File: src/rtl/stack_row_datapath.sv
// Stacker gameplay datapath: bouncing block, overlap trim, row/speed/score/chance bookkeeping.
// Drop-to-pulse latency 2 cycles; start overrides everything. Optional STACK_PERFECT_SNAP_EN snaps near-perfect drops.
module stack_row_datapath #(
    parameter int X_W        = 8,
    parameter int Y_W        = 7,
    parameter int SCREEN_W   = 160,
    parameter int Y_BOTTOM   = 116,
    parameter int ROW_H      = 4,
    parameter int INIT_W     = 40,
    parameter int CHANCES    = 10,
    parameter int SCORE_W    = 8,
    parameter int SPEED_BASE = 2000000,
    parameter int SPEED_STEP = 100000,
    parameter int SPEED_MIN  = 200000
) (
    input  logic               clk,
    input  logic               resetn,
    input  logic               start,
    input  logic               drop,
    output logic [X_W-1:0]     cur_x,
    output logic [X_W-1:0]     cur_w,
    output logic [Y_W-1:0]     cur_y,
    output logic [X_W-1:0]     prev_x,
    output logic [X_W-1:0]     prev_w,
    output logic [SCORE_W-1:0] score,
    output logic [3:0]         chances,
    output logic               moving,
    output logic               placed,
    output logic               missed,
    output logic               game_over,
    output logic               win,
    output logic               perfect
);
    localparam int P_W = $clog2(SPEED_BASE + 1);

    localparam logic [X_W-1:0] INIT_W_X  = X_W'(INIT_W);
    localparam logic [X_W-1:0] PREV_X0   = X_W'((SCREEN_W - INIT_W) / 2);
    localparam logic [X_W:0]   SCREEN_X  = (X_W+1)'(SCREEN_W);
    localparam logic [Y_W-1:0] ROW_H_Y   = Y_W'(ROW_H);
    localparam logic [Y_W-1:0] Y0        = Y_W'(Y_BOTTOM - ROW_H);
    localparam logic [3:0]     CH0       = 4'(CHANCES);
    localparam logic [P_W-1:0] P_BASE    = P_W'(SPEED_BASE);
    localparam logic [P_W-1:0] P_STEP    = P_W'(SPEED_STEP);
    localparam logic [P_W-1:0] P_MIN     = P_W'(SPEED_MIN);
    localparam logic [P_W:0]   P_THRESH  = (P_W+1)'(SPEED_MIN + SPEED_STEP);

    typedef enum logic [2:0] {S_IDLE, S_MOVE, S_EVAL, S_UPDATE, S_OVER} state_t;
    state_t state, state_nxt;

    logic               dir_left;
    logic [P_W-1:0]     period, tick;
    logic [X_W-1:0]     lo_q, ov_q, lo_c, ov_c;
    logic               snap_q, snap_c;
    logic [X_W:0]       cur_end, prev_end, hi_c;
    logic               tick_wrap;
    logic [3:0]         chances_dec;
    logic [SCORE_W:0]   score_inc;
    logic [SCORE_W-1:0] score_sat;
    logic [P_W-1:0]     period_dec;

    assign moving      = (state == S_MOVE);
    assign tick_wrap   = (tick == period - P_W'(1));
    assign chances_dec = (chances == 4'd0) ? 4'd0 : chances - 4'd1;
    assign score_inc   = {1'b0, score} + {{(SCORE_W-1){1'b0}}, snap_q, ~snap_q};
    assign score_sat   = score_inc[SCORE_W] ? '1 : score_inc[SCORE_W-1:0];
    assign period_dec  = ({1'b0, period} >= P_THRESH) ? period - P_STEP : P_MIN;

`ifdef STACK_PERFECT_SNAP_EN
    localparam logic [X_W-1:0] SNAP_TOL = X_W'(2);
    logic [X_W-1:0] dist;
    assign dist = (cur_x >= prev_x) ? cur_x - prev_x : prev_x - cur_x;
`endif

    // Sums carry one extra bit so a block touching the right edge cannot wrap.
    always_comb begin
        cur_end  = {1'b0, cur_x} + {1'b0, cur_w};
        prev_end = {1'b0, prev_x} + {1'b0, prev_w};
        lo_c     = (cur_x > prev_x) ? cur_x : prev_x;
        hi_c     = (cur_end < prev_end) ? cur_end : prev_end;
        ov_c     = (hi_c > {1'b0, lo_c}) ? X_W'(hi_c - {1'b0, lo_c}) : '0;
        snap_c   = 1'b0;
`ifdef STACK_PERFECT_SNAP_EN
        if (dist <= SNAP_TOL && cur_w == prev_w) begin
            lo_c   = prev_x;
            ov_c   = prev_w;
            snap_c = 1'b1;
        end
`endif
    end

    always_comb begin
        state_nxt = state;
        if (start) begin
            state_nxt = S_MOVE;
        end else begin
            case (state)
                S_MOVE:   if (drop) state_nxt = S_EVAL;
                S_EVAL:   state_nxt = S_UPDATE;
                S_UPDATE: begin
                    if (ov_q != '0) state_nxt = (cur_y < ROW_H_Y) ? S_OVER : S_MOVE;
                    else            state_nxt = (chances_dec == 4'd0) ? S_OVER : S_MOVE;
                end
                default:  state_nxt = state;
            endcase
        end
    end

    always_ff @(posedge clk or negedge resetn) begin
        if (!resetn) state <= S_IDLE;
        else         state <= state_nxt;
    end

    always_ff @(posedge clk or negedge resetn) begin
        if (!resetn) begin
            cur_x <= '0;  cur_w <= INIT_W_X;  cur_y <= Y0;
            prev_x <= PREV_X0;  prev_w <= INIT_W_X;
            score <= '0;  chances <= CH0;  period <= P_BASE;  tick <= '0;
            dir_left <= 1'b0;  game_over <= 1'b0;  win <= 1'b0;
            placed <= 1'b0;  missed <= 1'b0;
            lo_q <= '0;  ov_q <= '0;  snap_q <= 1'b0;
`ifdef STACK_PERFECT_SNAP_EN
            perfect <= 1'b0;
`endif
        end else begin
            placed <= 1'b0;
            missed <= 1'b0;
`ifdef STACK_PERFECT_SNAP_EN
            perfect <= 1'b0;
`endif
            if (start) begin
                cur_x <= '0;  cur_w <= INIT_W_X;  cur_y <= Y0;
                prev_x <= PREV_X0;  prev_w <= INIT_W_X;
                score <= '0;  chances <= CH0;  period <= P_BASE;  tick <= '0;
                dir_left <= 1'b0;  game_over <= 1'b0;  win <= 1'b0;
            end else begin
                case (state)
                    S_MOVE: if (!drop) begin
                        if (tick_wrap) begin
                            tick <= '0;
                            if (!dir_left && ({1'b0, cur_x} + {1'b0, cur_w} >= SCREEN_X)) begin
                                dir_left <= 1'b1;
                                cur_x    <= cur_x - X_W'(1);
                            end else if (dir_left && cur_x == '0) begin
                                dir_left <= 1'b0;
                                cur_x    <= cur_x + X_W'(1);
                            end else begin
                                cur_x <= dir_left ? cur_x - X_W'(1) : cur_x + X_W'(1);
                            end
                        end else begin
                            tick <= tick + P_W'(1);
                        end
                    end
                    S_EVAL: begin
                        lo_q   <= lo_c;
                        ov_q   <= ov_c;
                        snap_q <= snap_c;
                    end
                    S_UPDATE: begin
                        cur_x    <= '0;
                        dir_left <= 1'b0;
                        tick     <= '0;
                        if (ov_q != '0) begin
                            prev_x <= lo_q;
                            prev_w <= ov_q;
                            cur_w  <= ov_q;
                            score  <= score_sat;
                            period <= period_dec;
                            cur_y  <= cur_y - ROW_H_Y;
                            placed <= 1'b1;
`ifdef STACK_PERFECT_SNAP_EN
                            perfect <= snap_q;
`endif
                            if (cur_y < ROW_H_Y) begin
                                win       <= 1'b1;
                                game_over <= 1'b1;
                            end
                        end else begin
                            missed  <= 1'b1;
                            chances <= chances_dec;
                            if (chances_dec == 4'd0) game_over <= 1'b1;
                        end
                    end
                    default: ;
                endcase
            end
        end
    end

`ifndef STACK_PERFECT_SNAP_EN
    assign perfect = 1'b0;
`endif
endmodule

File: config.mk
export PLATFORM = sky130hd
export DESIGN_NAME = stack_row_datapath
export DESIGN_NICKNAME = d
export VERILOG_FILES = /design/src/rtl/stack_row_datapath.sv
export SDC_FILE = /design/constraint.sdc
export NUM_CORES = 1
export LEC_CHECK = 0
export CAP_MARGIN = 30
export CORE_MARGIN = 2
export CORE_UTILIZATION = 38
export CTS_CLUSTER_SIZE = 12
export DETAILED_ROUTE_END_ITERATION = 10
export GPL_ROUTABILITY_DRIVEN = 0
export GPL_TIMING_DRIVEN = 0
export PLACE_DENSITY = 0.65
export SLEW_MARGIN = 20
export SYNTH_ARGS = -nofsm -noshare
export SYNTH_HDL_FRONTEND = slang
export SYNTH_SLANG_ARGS = --single-unit
File: constraint.sdc
create_clock -name clk -period 8.8 [get_ports clk]
set_clock_uncertainty 0.2 [all_clocks]
set_input_delay 0.88 -clock clk [delete_from_list [all_inputs] [get_ports clk]]
set_output_delay 0.88 -clock clk [all_outputs]
set_load 0.05 [all_outputs]
# Word-level counts from Yosys, hierarchy flattened
# Cells that the tools add are included.
# op_classes
div_mod_pow	0
mul	0
n_eq_ne	10
bitwise	1
order_cmp	6
reduce_logical	22
shift	0
n_mux	61
n_addsub	11
# ops
cell	count
$mux 21	7
$mux 8	18
$pmux 21 s2	1
$add 21x1->21 const B	1
$eq 21x21->1	1
$ge 21x19->1 const B	1
$mux 7	3
$sub 21x1->21 const B	1
$sub 21x17->21 const B	1
$mux 1	19
$add 8x8->9	2
$mux 4	4
$pmux 8 s2	1
$mux 3	5
$reduce_and 2->1	5
$add 8x1->9 const B	1
$ge 9x8->1 const B	1
$gt 9x8->1	1
$lt 9x9->1	1
$mux 9	1
$pmux 3 s3	1
$reduce_and 3->1	3
$add 8x1->8 const B	1
$gt 8x8->1	1
22 further kinds	30
# word_totals
elab_cells	127
mem_bits_rw	0
register_bits	109
latch_bits	0
output_inout_bits	57
mem_count	0
rom_bits	0

# Depth between registers and ports, before layout
# logic_depth
ltp_word	8
depth_mapped	26

# Worst setup path after synthesis
# No wires, ideal clock.
# synth_timing
kind	register to register
start	reg prev_x[0]
end	reg ov_q[0]
path_stages_with_launch	27
arrival_ns	4.916
period_less_slack_ns	5.262
setup_slack_ns	3.538
required_ns	8.455
path_buffers	1
path_cell_list	dfrtp_1 ha_1 inv_1 fa_1 inv_1 a21oi_1 o21bai_1 a21o_1 a21o_1 a31o_2 inv_1 ha_1 o21a_1 nand2_1 o21ai_0 clkbuf_1 nand2_1 o21a_1 ha_1 nor2b_1 o21ai_0 a21boi_0 o21ai_0 a21oi_1 o21ai_0 o211a_1 a21oi_1
# synth_via
elab_chain_cells	5
# synth_rtl
item	line	text
from (decl)	23	output logic [X_W-1:0] prev_x,
from (signal assigned)	163	prev_x <= lo_q;
$add 8x8->9	77	prev_end = {1'b0, prev_x} + {1'b0, prev_w};
$lt 9x9->1	79	hi_c = (cur_end < prev_end) ? cur_end : prev_end;
$mux 9	79	
$sub 8x8->8 / $gt 9x8->1 (equally long branches)	80	ov_c = (hi_c > {1'b0, lo_c}) ? X_W'(hi_c - {1'b0, lo_c}) : '0;
$mux 8 (*)	80	
to (signal assigned)	155	ov_q <= ov_c;
to (decl)	52	logic [X_W-1:0] lo_q, ov_q, lo_c, ov_c;
# Every way passes the cells marked *; elsewhere a longest branch is shown, timed or not.
# A chain may end at the register's enable or synchronous reset.

# Worst setup path after layout
# layout_timing
start	reg cur_x[4]
end	reg ov_q[6]
# layout_via
elab_chain_cells	5
# layout_rtl
item	line	text
from (decl)	20	output logic [X_W-1:0] cur_x,
from (signal assigned)	142	cur_x <= cur_x - X_W'(1);
from (signal assigned)	145	cur_x <= cur_x + X_W'(1);
from (signal assigned)	147	cur_x <= dir_left ? cur_x - X_W'(1) : cur_x + X_W'(1);
$add 8x8->9	76	cur_end = {1'b0, cur_x} + {1'b0, cur_w};
$lt 9x9->1	79	
$mux 9	79	
$sub 8x8->8 / $gt 9x8->1 (equally long branches)	80	
$mux 8 (*)	80	
# Marks and branches as above.

==> reports/metrics.csv <==
stage,metric,value,unit
pwr,combPwrFrac,56.4,%
global_route,gr-usage-all-layers,19.90,%
routing,vias,6627,
setup_path,worstPathRequired,8.81,ns
floorplan,dieArea,20730,um^2
floorplan,ios,61,
cts,postCtsSetupBuffers,0,
pwr,max-vdd-ir-drop,0.2205,mV
synthesis,syn_area,7447,um^2
synthesis,ys_seq_elements,102,
cts,h-tree-depth,3,
setup_path,cpMostUsedCell,o21ai_0,
timing,max_clock_freq,169.3,MHz
cts,cts_buffers,9,
global_route,grt_max_degree,63,
pwr,p_seq_share,25.6,%
setup_path,crit_path_end_kind,flop,
finish,drive_above_1_share,8.111,%
synthesis,synthFlopType,dfrtp_1,
routing,wire_per_inst,16.51,um
floorplan,die-height,144.0,um
timing,fin_crit,5.906,ns
floorplan,rows,51,
placement,place_ws,3.012,ns
synthesis,synthDistinctLibCells,74,
finish,postLayoutCoreUtil,45.01,%
routing,drt-initial-drc-count,440,
finish,fillers,1891,
finish,final_area,8702,um^2
synthesis,yosysSeqAreaShare,34.58,%
synthesis,synthCells,862,
cts,cts-root-buf,clkbuf_16,
setup_path,critPathSlowestCell,dfrtp_1,
setup_path,path_class,flop to flop,
synthesis,ys_warn_count,0,
setup_path,critPathMaxStageDelay,0.52,ns
cts,cts_tree,done,
cts,cts_sinks,102,
pwr,p_int,1.383,mW
pwr,p_clk_share,18.0,%
cts,clockBufferDepth,2,
timing,timing.final.ws_setup,2.894,ns
finish,finalNetCount,987,
global_route,grt_pass1_wl,32430,um
routing,vias_per_cell,5.513,
setup_path,r2r_start,cur_x[4],
routing,first_pass_iters,4,
cts,cts.clk_slew.worst_paths,0.07,ns
placement,postPlaceCellArea,8376,um^2
setup_path,critPathLaunchType,flop,
synthesis,synth_edf_count,0,
timing,hold_viol,0,
setup_path,path_depth,23,
setup_path,worst_r2r_endpoint,ov_q[6],
routing,drc,0,
outcome,status,"finished, final reports clean",
flow_run,drv_cap,0,
timing,rsz0062_at_grt,no,
routing,ant_nets,0,
timing,slew_violations,0,
placement,post-dp-hpwl,14730,um
timing,tightest_slew,0.8728,ns
setup_path,cp_cell_sequence,ha_1 -> a211oi_1 -> a211oi_1 -> nor2_1 -> xor2_1 -> inv_1 -> ha_1 -> o21a_1 -> o21a_1 -> nand2_1 -> o21ai_0 -> clkbuf_1 -> nand2_1 -> o21a_1 -> ha_1 -> nor2b_1 -> o21ai_0 -> a21boi_0 -> o21ai_0 -> a21oi_1 -> o21ai_0 -> o211a_1 -> a21oi_1,
setup_path,regToRegSetupSlack,2.89,ns
finish,antenna_cells,0,
floorplan,start_util,38.52,%
timing,holdWs,0.2383,ns
pwr,powerDensity,286.8,nW/um^2
timing,setup_viol,0,
hold_path,min_path_type,input port to asynchronous set/reset pin,
finish,mostFrequentLayoutCells,"84 x dfrtp_1, 78 x nand2_1, 71 x a21oi_1, 65 x nor2_1, 55 x clkdlybuf4s50_1",
placement,port_buffers,56,
timing,fin_crit_sh,67.11,%
synthesis,avgSynthCellArea,8.639,um^2
cts,worstSkewPairLatency,0.36,ns
synthesis,synthArstFlopShare,100.0,%
pwr,switching_power,1.113,mW
setup_path,path_buf_inv,2,
cts,cts_hold_buffers,0,
setup_path,crit_path_max_fanout,10,
setup_path,worst-r2r-cell-count,23,
setup_path,crit_arrival,5.92,ns
floorplan,die_x,144.0,um
pwr,swShare,44.60,%
floorplan,core_area,19330,um^2
global_route,grt_overflow,0,
timing,tns,0,ns
pwr,p_leak,3.832,nW
global_route,grt_antenna_before_repair,0,
finish,syn2layout_area_growth,16.85,%
cts,cts_resized,0,
finish,mostFrequentLayoutCell,dfrtp_1,
timing,slew_headroom,41.46,%
setup_path,critPathTopFamily,compound AO/OA/AOI/OAI gates,
global_route,grt_pass1_vias,6287,
routing,finalWirelength,19840,um
==> power groups by stage <==
stage,Combinational [mW],Sequential [mW],Clock (mW)
final,1.41,0.639,0.449
after global routing,1.59,0.650,0.474
after CTS,1.41,0.639,0.458
after detailed placement,1.40,0.647,0
after global placement,1.39,0.649,0
after floorplan,1.01,0.696,0
==> registers in the layout, summed over array words and instances (netlist names), 8 cells and up <==
| name | cells |
|---|---|
| lo_q | 8 |
| period | 16 |
| tick | 21 |
| prev_x | 8 |
| score | 8 |
| ov_q | 8 |
| cur_x | 8 |
| prev_w | 8 |
==> kinds of logic after synthesis <==
| kind of cell | count (synthesis) | share of synthesized area, % |
|---|---|---|
| other | 1 | 0.05035 |
| multiplexers | 29 | 4.032 |
| flip-flops | 102 | 34.58 |
| buffers and inverters | 103 | 6.334 |
| AND/OR/NAND/NOR | 290 | 19.51 |
| adder cells (fa/ha/maj) | 51 | 8.871 |
| AO/OA/AOI/OAI | 249 | 22.28 |
| XOR/XNOR | 37 | 4.351 |
==> worst max path at each step <==
stage | from | slack, ns | end
CTS | cur_x[4] | 2.99 | ov_q[3]
floorplan | prev_x[0] | 3.54 | ov_q[0]
finish | cur_x[4] | 2.89 | ov_q[6]
global route | cur_x[4] | 2.34 | ov_q[0]
detailed placement | cur_x[4] | 3.01 | ov_q[3]
global placement | resetn | 2.48 | score[2]
==> routing by layer <==
metal | track usage (%) | wire [um]
met1 | 27.46 | 9496
met2 | 31.95 | 9104
met3 | 3.212 | 742
met4 | 6.502 | 497
met5 | 0 | 0
==> cells in the mapped netlist, drive strengths merged, types with 4 or more instances <==
| library cell | instances | area [um^2] |
|---|---|---|
| and3 | 17 | 107.6 |
| nand3 | 22 | 110.1 |
| inv | 36 | 135.1 |
| dfstp | 18 | 473.0 |
| a32o | 5 | 50.05 |
| a211o | 7 | 61.31 |
| o21a | 8 | 60.06 |
| and2 | 8 | 50.05 |
| a31oi | 23 | 143.9 |
| mux2i | 21 | 210.2 |
| nand2b | 21 | 131.4 |
| a211oi | 14 | 105.1 |
| a21o | 19 | 142.6 |
| dfrtp | 84 | 2102 |
| mux2 | 8 | 90.09 |
| or2 | 4 | 25.02 |
| or3 | 7 | 43.79 |
| nor2b | 7 | 43.79 |
| nor2 | 65 | 244.0 |
| nand4 | 13 | 81.33 |
| a21oi | 71 | 355.3 |
| clkbuf | 46 | 172.7 |
| buf | 21 | 163.9 |
| a41oi | 7 | 61.31 |
| xnor2 | 20 | 175.2 |
| o32ai | 4 | 35.03 |
| xor2 | 17 | 148.9 |
| a21boi | 5 | 37.54 |
| nand2 | 79 | 299.0 |
| nor3 | 23 | 115.1 |
| ha | 48 | 600.6 |
| o211ai | 6 | 45.04 |
| o21bai | 9 | 67.56 |
| nor4 | 9 | 71.32 |
| o21ai | 40 | 200.2 |
==> metrics by stage <==
stage,cells,power [mW]
after floorplan,864,1.707
after CTS,1202,2.504
after global placement,1185,2.037
after detailed placement,1186,2.049
after global routing,1202,2.711
final,1202,2.496
==> cell type report <==
| class | count | area (um^2) | area share [%] |
|---|---|---|---|
| Tap cell | 265 | 331.6 | 3.810 |
| Multi-Input combinational cell | 659 | 4408 | 50.65 |
| Timing Repair Buffer | 57 | 589.3 | 6.772 |
| Buffer | 67 | 336.6 | 3.868 |
| Inverter | 36 | 135.1 | 1.553 |
| Sequential cell | 102 | 2575 | 29.59 |
| Clock buffer | 9 | 225.2 | 2.588 |
| Clock inverter | 7 | 101.3 | 1.165 |
Note: power is estimated with default switching activity, not from simulation.
